$ cat src/rtl/conv_ctrl_pkg.sv
// Shared types and derived-size helpers for the convolution MAC controller.
package conv_ctrl_pkg;

  typedef enum logic [2:0] {
    S_IDLE,
    S_FETCH,
    S_DRAIN,
    S_WRITE,
    S_FINISH
  } state_t;

  // Bit width for a counter or address covering n values; never below 1.
  function automatic int clog2w(input int n);
    return (n > 1) ? $clog2(n) : 1;
  endfunction

  function automatic int ow_f(input int img_w, input int k);
    return img_w - k + 1;
  endfunction

  function automatic int oh_f(input int img_h, input int k);
    return img_h - k + 1;
  endfunction

  function automatic int n_taps_f(input int k, input int ch_in);
    return k * k * ch_in;
  endfunction

  function automatic int p_pix_f(input int img_w, input int img_h, input int k);
    return ow_f(img_w, k) * oh_f(img_h, k);
  endfunction

endpackage

$ cat src/rtl/conv_mac_controller_p_mac.sv
// Signed multiply-accumulate; load restarts the sum with the current product.
module mac_unit #(
  parameter int DATA_W = 8,
  parameter int ACC_W  = 24
) (
  input  logic                     clk,
  input  logic                     rst_n,
  input  logic                     load,
  input  logic                     en,
  input  logic signed [DATA_W-1:0] a,
  input  logic signed [DATA_W-1:0] b,
  output logic signed [ACC_W-1:0]  acc
);

  logic signed [2*DATA_W-1:0] prod;
  logic signed [ACC_W-1:0]    prod_ext;

  assign prod     = a * b;
  assign prod_ext = ACC_W'(prod);

  // Sum wraps modulo 2^ACC_W by construction.
  always_ff @(posedge clk or negedge rst_n) begin
    if (!rst_n) begin
      acc <= '0;
    end else if (en) begin
      acc <= load ? prod_ext : acc + prod_ext;
    end
  end

endmodule

$ cat src/rtl/conv_mac_controller_p.sv
// KxK stride-1 convolution sequencer over BRAM-backed image/weights.
// Optional macro CONV_RELU_EN clamps negative results to zero at the output.
module conv_mac_controller_p
  import conv_ctrl_pkg::*;
#(
  parameter int IMG_W  = 32,
  parameter int IMG_H  = 32,
  parameter int K      = 3,
  parameter int CH_IN  = 1,
  parameter int DATA_W = 8,
  parameter int ACC_W  = 24
) (
  input  logic                                         clk,
  input  logic                                         rst_n,
  input  logic                                         start,
  output logic [clog2w(CH_IN*IMG_H*IMG_W)-1:0]         img_address,
  output logic                                         img_data_ena,
  input  logic [DATA_W-1:0]                            img_data,
  output logic [clog2w(CH_IN*K*K)-1:0]                 weight_address,
  output logic                                         weight_data_ena,
  input  logic [DATA_W-1:0]                            weight_data,
  output logic [clog2w(p_pix_f(IMG_W, IMG_H, K))-1:0]  out_address,
  output logic [ACC_W-1:0]                             out_data,
  output logic                                         data_validity,
  input  logic                                         out_ready,
  output logic                                         busy,
  output logic                                         done,
  output state_t                                       dbg_state
);

  localparam int OW   = ow_f(IMG_W, K);
  localparam int OH   = oh_f(IMG_H, K);
  localparam int IA_W = clog2w(CH_IN*IMG_H*IMG_W);
  localparam int WA_W = clog2w(CH_IN*K*K);
  localparam int OA_W = clog2w(p_pix_f(IMG_W, IMG_H, K));
  localparam int OXW  = clog2w(OW);
  localparam int OYW  = clog2w(OH);
  localparam int KW   = clog2w(K);
  localparam int CW   = clog2w(CH_IN);

  if (ACC_W < 2*DATA_W) begin : g_acc_width_check
    $error("ACC_W must be at least 2*DATA_W");
  end
  if (K > IMG_W || K > IMG_H) begin : g_kernel_check
    $error("kernel larger than image");
  end

  state_t state, state_nx;
  logic [OXW-1:0] ox;
  logic [OYW-1:0] oy;
  logic [CW-1:0]  c;
  logic [KW-1:0]  ky, kx;
  logic           tap_vld, tap_first;
  logic           first_tap, last_tap, last_pix;
  logic [31:0]    img_addr_full, w_addr_full, out_addr_full;
  logic signed [ACC_W-1:0] acc;
  logic           mac_load, mac_en, idle;
  logic [DATA_W-1:0] mac_a, mac_b;

  assign idle      = (state == S_IDLE);
  assign first_tap = (kx == '0) && (ky == '0) && (c == '0);
  assign last_tap  = (kx == KW'(K-1)) && (ky == KW'(K-1)) && (c == CW'(CH_IN-1));
  assign last_pix  = (ox == OXW'(OW-1)) && (oy == OYW'(OH-1));

  always_comb begin
    state_nx = state;
    case (state)
      S_IDLE:   if (start) state_nx = S_FETCH;
      S_FETCH:  if (last_tap) state_nx = S_DRAIN;
      S_DRAIN:  state_nx = S_WRITE;
      S_WRITE:  if (out_ready) state_nx = last_pix ? S_FINISH : S_FETCH;
      S_FINISH: state_nx = S_IDLE;
      default:  state_nx = S_IDLE;
    endcase
  end

  always_ff @(posedge clk or negedge rst_n) begin
    if (!rst_n) begin
      state     <= S_IDLE;
      ox        <= '0;
      oy        <= '0;
      c         <= '0;
      ky        <= '0;
      kx        <= '0;
      tap_vld   <= 1'b0;
      tap_first <= 1'b0;
    end else begin
      state     <= state_nx;
      // Data for a read issued this cycle arrives next cycle; tag it then.
      tap_vld   <= (state == S_FETCH);
      tap_first <= (state == S_FETCH) && first_tap;
      case (state)
        S_IDLE: begin
          ox <= '0;
          oy <= '0;
          c  <= '0;
          ky <= '0;
          kx <= '0;
        end
        S_FETCH: begin
          if (kx == KW'(K-1)) begin
            kx <= '0;
            if (ky == KW'(K-1)) begin
              ky <= '0;
              c  <= (c == CW'(CH_IN-1)) ? '0 : c + CW'(1);
            end else begin
              ky <= ky + KW'(1);
            end
          end else begin
            kx <= kx + KW'(1);
          end
        end
        S_WRITE: begin
          if (out_ready) begin
            if (ox == OXW'(OW-1)) begin
              ox <= '0;
              oy <= (oy == OYW'(OH-1)) ? '0 : oy + OYW'(1);
            end else begin
              ox <= ox + OXW'(1);
            end
          end
        end
        default: ;
      endcase
    end
  end

  assign img_addr_full = 32'(c) * 32'(IMG_H*IMG_W) + (32'(oy) + 32'(ky)) * 32'(IMG_W)
                       + 32'(ox) + 32'(kx);
  assign w_addr_full   = 32'(c) * 32'(K*K) + 32'(ky) * 32'(K) + 32'(kx);
  assign out_addr_full = 32'(oy) * 32'(OW) + 32'(ox);

  assign img_address     = img_addr_full[IA_W-1:0];
  assign weight_address  = w_addr_full[WA_W-1:0];
  assign out_address     = out_addr_full[OA_W-1:0];
  assign img_data_ena    = (state == S_FETCH);
  assign weight_data_ena = (state == S_FETCH);
  assign data_validity   = (state == S_WRITE);
  assign busy            = !idle;
  assign done            = (state == S_FINISH);
  assign dbg_state       = state;

  // While idle, a zero product is loaded so the accumulator clears.
  assign mac_load = tap_first || idle;
  assign mac_en   = tap_vld || idle;
  assign mac_a    = idle ? '0 : img_data;
  assign mac_b    = idle ? '0 : weight_data;

  mac_unit #(.DATA_W(DATA_W), .ACC_W(ACC_W)) u_mac (
    .clk   (clk),
    .rst_n (rst_n),
    .load  (mac_load),
    .en    (mac_en),
    .a     (mac_a),
    .b     (mac_b),
    .acc   (acc)
  );

`ifdef CONV_RELU_EN
  assign out_data = acc[ACC_W-1] ? '0 : acc;
`else
  assign out_data = acc;
`endif

endmodule

$ cat config.mk
export PLATFORM = sky130hd
export DESIGN_NAME = conv_mac_controller_p
export DESIGN_NICKNAME = d
export VERILOG_FILES = /design/src/rtl/conv_ctrl_pkg.sv /design/src/rtl/conv_mac_controller_p_mac.sv /design/src/rtl/conv_mac_controller_p.sv
export SDC_FILE = /design/constraint.sdc
export NUM_CORES = 1
export LEC_CHECK = 0
export CORE_UTILIZATION = 59
export CTS_CLUSTER_SIZE = 28
export DETAILED_ROUTE_END_ITERATION = 10
export PLACE_DENSITY = 0.94
export SYNTH_ARGS = -nofsm -noshare
export SYNTH_HDL_FRONTEND = slang
export SYNTH_SLANG_ARGS = --single-unit
$ cat constraint.sdc
create_clock -name clk -period 10.3 [get_ports clk]
set_clock_uncertainty 0.2 [all_clocks]
set_input_delay 1.545 -clock clk [delete_from_list [all_inputs] [get_ports clk]]
set_output_delay 1.545 -clock clk [all_outputs]
set_load 0.01 [all_outputs]
### After elaboration in Yosys (flattened, before gate mapping)

Cells that the tools add are included.

| word-level totals | value |
|---|---|
| flip-flop bits (word level) | 44 |
| latch bits | 0 |
| RAM bits | 0 |
| bits in read-only memories | 0 |
| input port bits | 20 |
| output and inout bits | 56 |
| memories kept | 0 |

| cells by class | value |
|---|---|
| add/subtract/negate cells | 13 |
| multipliers | 4 |
| div/mod/pow operators | 0 |
| magnitude comparators | 0 |
| equal/unequal tests | 14 |
| shift-type cells | 0 |
| mux-type cells | 24 |
| bitwise logic cells | 1 |
| reduce and logical (&&, ||, !) cells | 19 |

Operators with widths:

| operator | count |
|---|---|
| $mux W5 | 5 |
| $add A24 B16 Y24 | 1 |
| $mux W24 | 1 |
| $add A10 B5 Y10 | 2 |
| $pmux W5 S2 | 2 |
| $mul A8 B8 Y16 | 1 |
| $mux W8 | 2 |
| $mux W3 | 4 |
| $pmux W3 S4 | 1 |
| $add A1 B10 Y10 const A | 1 |
| $add A10 B2 Y10 | 1 |
| $add A5 B1 Y5 const B | 2 |
| $eq A5 B5 Y1 const B | 2 |
| $ne A2 B1 Y1 const B | 5 |
| $mul A5 B4 Y9 const B | 1 |
| $reduce_and A3 Y1 | 3 |
| $pmux W2 S2 | 2 |
| $eq A3 B2 Y1 const B | 2 |
| $logic_and A1 B1 Y1 | 6 |
| $mux W2 | 3 |
| $add A5 B2 Y5 | 1 |
| $add A2 B1 Y2 const B | 2 |
| $add A4 B2 Y4 | 1 |
| $add A4 B4 Y4 | 1 |
| other kinds (16) | 23 |

### Longest topological paths before layout

| logic depth | value |
|---|---|
| depth after elaboration | 5 |
| depth in mapped cells | 31 |

### Modules after synthesis

Synthesis repeated with hierarchy kept, for this count alone.

| second synthesis, totals | value |
|---|---|
| cell total of the unflattened synthesis | 799 |
| area total of the unflattened synthesis | 6911.6 µm² |

By module, submodules not included:

| module | times used | cells an instance | area each (µm²) |
|---|---|---|---|
| mac_unit | 1 | 548 | 4673.2 |
| conv_mac_controller_p | 1 | 251 | 2238.4 |

### Least setup slack after synthesis

OpenSTA, ideal clock, no wires.

| timing path | value |
|---|---|
| path kind | input to register |
| start | input weight_data[3] |
| end | register u_mac.acc[23] |
| setup time | 132 ps |
| arrival time | 7415 ps |
| required time | 9968 ps |
| path slack | 2553 ps |
| cell stages on the path | 23 |
| path buffers | 1 |
| path through | and3_1 > fa_1 > inv_1 > fa_1 > inv_1 > fa_1 > inv_1 > fa_1 > inv_1 > ha_1 > a21oi_1 > nand2b_1 > a31oi_1 > xnor2_1 > ha_1 > clkbuf_1 > and3_1 > and4_1 > and4_1 > a211o_1 > a21o_1 > o21ai_1 > nand4_1 |

| on the way | value |
|---|---|
| longest elaborated chain between the ends | 4 |

RTL lines:

| item | RTL line | text |
|---|---|---|
| from (decl) | conv_mac_controller_p.sv:21 | `input logic [DATA_W-1:0] weight_data,` |
| $mux W8 * | conv_mac_controller_p.sv:147 | `assign mac_b = idle ? '0 : weight_data;` |
| $mul A8 B8 Y16 * | conv_mac_controller_p_mac.sv:18 | `assign prod = a * b;` |
| $add A24 B16 Y24 | conv_mac_controller_p_mac.sv:26 | `acc <= load ? prod_ext : acc + prod_ext;` |
| $mux W24 * | conv_mac_controller_p_mac.sv:26 |  |
| to (signal assigned) | conv_mac_controller_p_mac.sv:26 |  |
| to (decl) | conv_mac_controller_p_mac.sv:12 | `output logic signed [ACC_W-1:0] acc` |

Every way passes the cells marked *; elsewhere a longest branch is shown, timed or not.
A chain may end at the register's enable or synchronous reset.

### Worst setup path in the final report

| timing path | value |
|---|---|
| start | input weight_data[7] |
| end | register u_mac.acc[22] |

Same word-level chain as after synthesis.

==> results.json <==
{
  "hold_depth": 2,
  "hold_buffers": 0,
  "coreArea_mm2": 0.01094,
  "synthFlopType": "dfrtp_1",
  "overflow": 0,
  "grt_start_max_net_pins": 63,
  "ys_types": 58,
  "hold_end": "u_mac.acc[5]",
  "synth.mux.area_fraction": 0.003181,
  "vias": 5795,
  "routedWlPerCell_um": 15.98,
  "die_area_mm2": 0.01176,
  "status": "complete, no violations",
  "drv_slew": 0,
  "area_delta_synth_final_pct": 15.55,
  "dr.first_iter.drc_count": 446,
  "slew-limit-headroom": 0.3247,
  "ys_top_cells_by_area": "fa_1, dfrtp_1, ha_1, inv_1, xnor2_1",
  "drive_gt1_frac": 0.02597,
  "cp.arrival_ps": 8130,
  "io_buffers": 75,
  "htreeDepth": 2,
  "synth_compound_area_frac": 0.1495,
  "clockRootBuffer": "clkbuf_16",
  "post-cts-setup-buffer-count": 0,
  "utilization": 0.7066,
  "cpMaxStageDelayCell": "fa_1",
  "cp-start-kind": "primary input",
  "fmax_mhz": 122.8,
  "path_common_cell": "fa_1",
  "cts_inserted_buffers": 5,
  "postSynthAreaPerCell_um2": 8.574,
  "clk_latency_ps": 300,
  "worstMarginPinSlew_ps": 1013,
  "postCtsResizedCells": 0,
  "routed_wl_mm": 15.77,
  "synthXorXnorAreaFrac": 0.07334,
  "dp_hpwl_mm": 12.23,
  "crit_family": "adder cells",
  "synth_edf_count": 0,
  "syn_area_mm2": 0.006688,
  "dieHeight_um": 108.5,
  "synth-seq-area-share": 0.1609,
  "synth_top_family_by_area": "adder cells",
  "grt_pass1_vias": 5820,
  "via_per_inst": 5.871,
  "slowest_delay_ps": 570,
  "yosysTopAreaCellShare": 0.2006,
  "reg2reg_depth": 26,
  "cts_tree": "yes",
  "crit_required_ps": 10280,
  "yosysTopAreaCell": "fa_1",
  "clk_pin_slew_ps": 70,
  "synth_fa_ha_area_frac": 0.3615,
  "hp-class": "flop to flop",
  "start_util": 0.6116,
  "hold_viol": 0,
  "ys_seq_elements": 43,
  "synth_commonest_cells": "inv_1, ha_1, fa_1, nand2_1, nor2_1",
  "rr_endpoint": "u_mac.acc[22]",
  "post-route-period-util": 0.7908,
  "worstHoldStart": "u_mac.acc[5]",
  "holdWs_ps": 328.8,
  "io_pins": 76,
  "drc_errors": 0,
  "syn-num-nets": 953,
  "first_pass_iters": 5,
  "final_nets": 1019,
  "finalSetupViolations": 0,
  "crit_path_start": "weight_data[7]",
  "ff2ff_setup_slack_ps": 2260,
  "r2r-start": "dbg_state[1]",
  "cp-end-kind": "flop",
  "synthCells": 780,
  "diodes": 0,
  "crit_path_cell_trace": "clkdlybuf4s50_1 > nand2_1 > or2_1 > fa_1 > fa_1 > inv_1 > fa_1 > inv_1 > fa_1 > inv_1 > ha_1 > o21ai_1 > o21bai_1 > a21oi_1 > xnor2_1 > ha_1 > a21o_1 > a21o_1 > a2111o_1 > a21oi_2 > o31ai_2 > a221o_1 > a2111oi_2 > and3b_1",
  "rsz0062_at_grt": "false",
  "ys_async_sr_fraction": 1.000,
  "chipWidth_um": 108.5,
  "maxCapViolations": 0,
  "grt_use_total": 0.2792,
  "rows": 38,
  "tns_ps": 0,
  "path_max_fanout": 8,
  "period_needed_ps": 8145,
  "antenna_found_initial": 0,
  "postRouteAntennaNets": 0,
  "grt_pass1_wl_mm": 25.92,
  "synth.most_common_cell": "inv_1",
  "crit_type": "primary input to flop",
  "yosysWarnings": 0,
  "clockBufferDepth": 2,
  "gp_congestion": 0.8777,
  "cts.sinks": 43,
  "synthSimpleGateAreaFrac": 0.1725,
  "crit_buf_inv": 4
}
==> through the flow <==
stage	cells	worst slack, ps	area, um2
2_1_floorplan	780	2553	6688
3_3_place_gp	979	2108	7556
3_5_place_dp	979	1886	7556
4_1_cts	987	2189	7727
5_1_grt	987	1885	7727
6_report	987	2155	7727
==> how the worst max path moves through the flow <==
stage	to	slack (ps)	depth (start not counted)
6_report	u_mac.acc[22]	2150	24
5_1_grt	u_mac.acc[22]	1880	25
4_1_cts	u_mac.acc[22]	2190	24
3_5_place_dp	u_mac.acc[22]	1890	24
3_3_place_gp	u_mac.acc[22]	2110	24
2_1_floorplan	u_mac.acc[23]	2550	23
==> state kept, by name (all words and copies together) (netlist names) <==
name and flops:
ky 2, ox 5, tap_vld 1, oy 5, tap_first 1, dbg_state 3, u_mac.acc 24, kx 2
==> logic make-up after synthesis <==
logic type               Yosys count
AND/OR/NAND/NOR                  231
multiplexers                       2
AO/OA/AOI/OAI                    156
adder cells (fa/ha/maj)          153
flip-flops                        43
XOR/XNOR                          56
buffers and inverters            139
==> cell usage in the layout (no fill, tap or decap), types with 26 or more instances in the layout <==
master and instances:
a21oi_1 44, and3_1 48, clkdlybuf4s50_1 74, dfrtp_1 43, fa_1 67, ha_1 86, inv_1 116, nand2_1 56
nand3_1 26, nor2_1 50, xnor2_1 38
==> worst register-to-register path, delay by kind of cell, from the launching register on <==
kind	cells	cell delay, ps
buffers and inverters	4	790
AND/OR/NAND/NOR	5	1260
flip-flops	1	490
adder cells (fa/ha/maj)	6	2780
XOR/XNOR	1	170
AO/OA/AOI/OAI	10	2250
==> cell type report <==
class	instances	area [um2]
Clock buffer	5	125.1
Tap cell	140	175.2
Timing Repair Buffer	79	775.7
Clock inverter	3	46.29
Inverter	119	446.7
Multi-Input combinational cell	598	5082
Fill cell	810	3208
Sequential cell	43	1076
==> per-layer routing <==
metal	global-route usage	up-vias	part of all wire	routed length [um]
met5	0	-	0	0
met4	0.1120	0	0.027	422
met3	0.03496	47	0.050	787
met2	0.5000	202	0.52	8135
met1	0.3384	2780	0.41	6429
li1	-	2766	-	-
Power is left out: the tool's default activity adds up to more than one toggle a clock period on the data nets, which glitch-free logic cannot reach.
==> RTL change (config.mk and constraints unchanged) <==
The option `CONV_RELU_EN` is turned on by a define.
--- a/src/rtl/conv_mac_controller_p.sv
+++ b/src/rtl/conv_mac_controller_p.sv
@@ -1,5 +1,7 @@
 // KxK stride-1 convolution sequencer over BRAM-backed image/weights.
 // Optional macro CONV_RELU_EN clamps negative results to zero at the output.
+`define CONV_RELU_EN
+
 module conv_mac_controller_p
   import conv_ctrl_pkg::*;
 #(
Check against the original RTL: not equivalent (a bounded check fails within 4 cycles, from zero or initial values and one cycle with rst_n low).
==> RTL change against the unedited design <==
  * The run now ends with design-rule violations left
  * Die area up 5.4%
  * Synthesized area up 5.5%
  * Cell count up 3.4%
  * Wire length up 4.2%
  * Setup slack worse by 0.52 ns
  * Design area up 3.8%
  * Sequential cell count unchanged
  * Critical path type unchanged
  * Largest cell class unchanged
  * Highest routed layer unchanged
Power is left out: the tool's default activity adds up to more than one toggle a clock period on the data nets, which glitch-free logic cannot reach.
==> RTL change: results (changes against the unedited design) <==
[outcome]
status=finished with violations
violations=design-rule violations

[cts]
htreeDepth=2  ; unchanged
postCtsSetupBuffers=0  ; unchanged
cts_resized=0  ; unchanged
cts_buffers=5  ; unchanged
path_clk_slew_ns=0.06
cts_root_buffer=clkbuf_16
cts_max_path_buffers=2  ; unchanged
insertion_delay_ns=0.30  ; about the same

[detailed_routing]
wl_per_cell_um=16.1  ; +0.70%
drtIter0Drc=391  ; -12%
drc_errors=4  ; +4
drtPass1Iterations=8  ; +3
vias_per_cell=5.94  ; +1.2%

[logic_synthesis]
ys.flop_type=dfrtp_1
synth-compound-area-share=0.165  ; +0.0157
synth_cell_types=65  ; +12%
postSynth.asyncResetShare=1.00  ; unchanged
synthMuxAreaShare=0.00461  ; +0.00143
yosysSeqAreaShare=0.152  ; -0.00844
ys_top_cells_by_area=fa_1, dfrtp_1, ha_1
ys_warn_count=0  ; unchanged
synthAdderAreaFrac=0.342  ; -0.0190
synth_xor_area_frac=0.0730  ; -0.000303
syn_nets=993  ; +4.2%
synth.cells.most_frequent=inv_1, ha_1, fa_1, nor2_1, nand2_1

[global_route]
grt_pass1_wl_mm=27.5  ; +6.1%
grt_max_degree=63  ; unchanged
grt_usage=0.269  ; -0.0105
first_global_vias=5968  ; +2.5%
antenna_found_initial=0  ; unchanged

[layout]
nets=1050  ; +3.0%
largestRegisters=u_mac.acc: 24 flops, ox: 5 flops, oy: 5 flops
antennaDiodeCount=0  ; unchanged
nFillCells=830  ; +2.5%
drive_above_1_share=0.0421  ; +0.0162

[critical_path]
critPathMaxFanout=16  ; +8
r2r-end=u_mac.acc[23]$_DFFE_PN0P_
reg2reg_from=dbg_state[1]$_DFFE_PN0P_
r2r_cells=25  ; -3.8%
r2r_slack_ns=1.90  ; -0.36 ns
cp.arrival_ns=8.63  ; +0.50 ns

[sta]
maxSlewHeadroom=0.322  ; -0.00307
finalHoldViolCount=0  ; unchanged

[worst_hold_path]
worstHoldStart=u_mac.acc[19]$_DFFE_PN0P_
holdPathEnd=u_mac.acc[19]$_DFFE_PN0P_
hold_class=flop to flop
min_path_cells=2  ; unchanged

[place]
port_buffers=74  ; -1.3%
gp_congestion=0.909  ; +3.5%
hpwl_mm=12.9  ; +5.2%

## RTL change: changes by cell type in the layout (fill, tap and decap cells not counted), moves of 5 or more
cell / unedited run / this run
a21oi_1: 44 / 49
a31oi_1: 12 / 6
nand2_1: 56 / 51
nand3_1: 26 / 17
nor2b_1: 3 / 26
o21ai_0: 9 / 35
o21ai_1: 25 / 4
or2_2: 0 / 5
xnor2_1: 38 / 33
xor2_1: 18 / 24
## RTL change: worst max-delay path by stage
stage / depth (start not counted) / from / slack [ns] / to
2_1_floorplan: 23 / weight_data[7] / 2.51 / u_mac.acc[23]$_DFFE_PN0P_
5_1_grt: 21 / weight_data[3] / 1.36 / u_mac.acc[23]$_DFFE_PN0P_
4_1_cts: 21 / weight_data[3] / 1.70 / u_mac.acc[23]$_DFFE_PN0P_
6_report: 21 / weight_data[3] / 1.64 / u_mac.acc[23]$_DFFE_PN0P_
3_5_place_dp: 21 / weight_data[3] / 1.42 / u_mac.acc[23]$_DFFE_PN0P_
3_3_place_gp: 21 / weight_data[3] / 1.66 / u_mac.acc[23]$_DFFE_PN0P_
## RTL change: area by class of cell
class,count,area share
inverters,118,0.0552
clock inverters,3,0.00593
clock buffers,5,0.0156
well taps,143,0.0223
multi-input cells,634,0.674
flip-flops and latches,43,0.134
repair buffers,75,0.0926
## RTL change: cells by family after synthesis
group                      after synthesis
muxes                                    3
other                                    1
adders and majority gates              153
xor gates and xnor gates                58
DFF                                     43
and+or+nand+nor                        247
AOI/OAI and AO/OA                      172
buffers and inverters                  143
## RTL change: per-stage QoR
| step | hold WS [ns] | instance area, sq um | worst slack (ns) | instances | utilization |
|---|---|---|---|---|---|
| final | 0.306 | 8020 | 1.64 | 1021 | 0.697 |
| after global routing | 0.338 | 8020 | 1.36 | 1021 | 0.697 |
| after CTS | 0.315 | 8020 | 1.70 | 1021 | 0.697 |
| after detailed placement | 0.302 | 7850 | 1.42 | 1013 | 0.682 |
| after global placement | 0.297 | 7850 | 1.66 | 1013 | 0.682 |
| after floorplan | 0.270 | 7060 | 2.51 | 820 | - |
## RTL change: routing by layer
layer / track usage / vias up / wire length [um]
met5: 0 / - / 0
met4: 0.0856 / 0 / 385
met3: 0.0370 / 44 / 825
met2: 0.477 / 205 / 8350
met1: 0.339 / 2952 / 6880
li1: - / 2866 / -
## RTL change: critical path: stages
cell and delay, ns:
clkdlybuf4s50_1 0.55, and3_1 0.29, fa_1 0.65, inv_1 0.16, fa_1 0.59, fa_1 0.45
fa_1 0.55, inv_1 0.05, ha_1 0.35, a21oi_1 0.23, nor2_1 0.08, a211oi_2 0.27
o31ai_4 0.12, xnor2_2 0.66, ha_1 0.46, a21o_1 0.22, a211o_2 0.36, a31o_2 0.24
o221ai_4 0.08, mux2_2 0.38, a221o_1 0.32
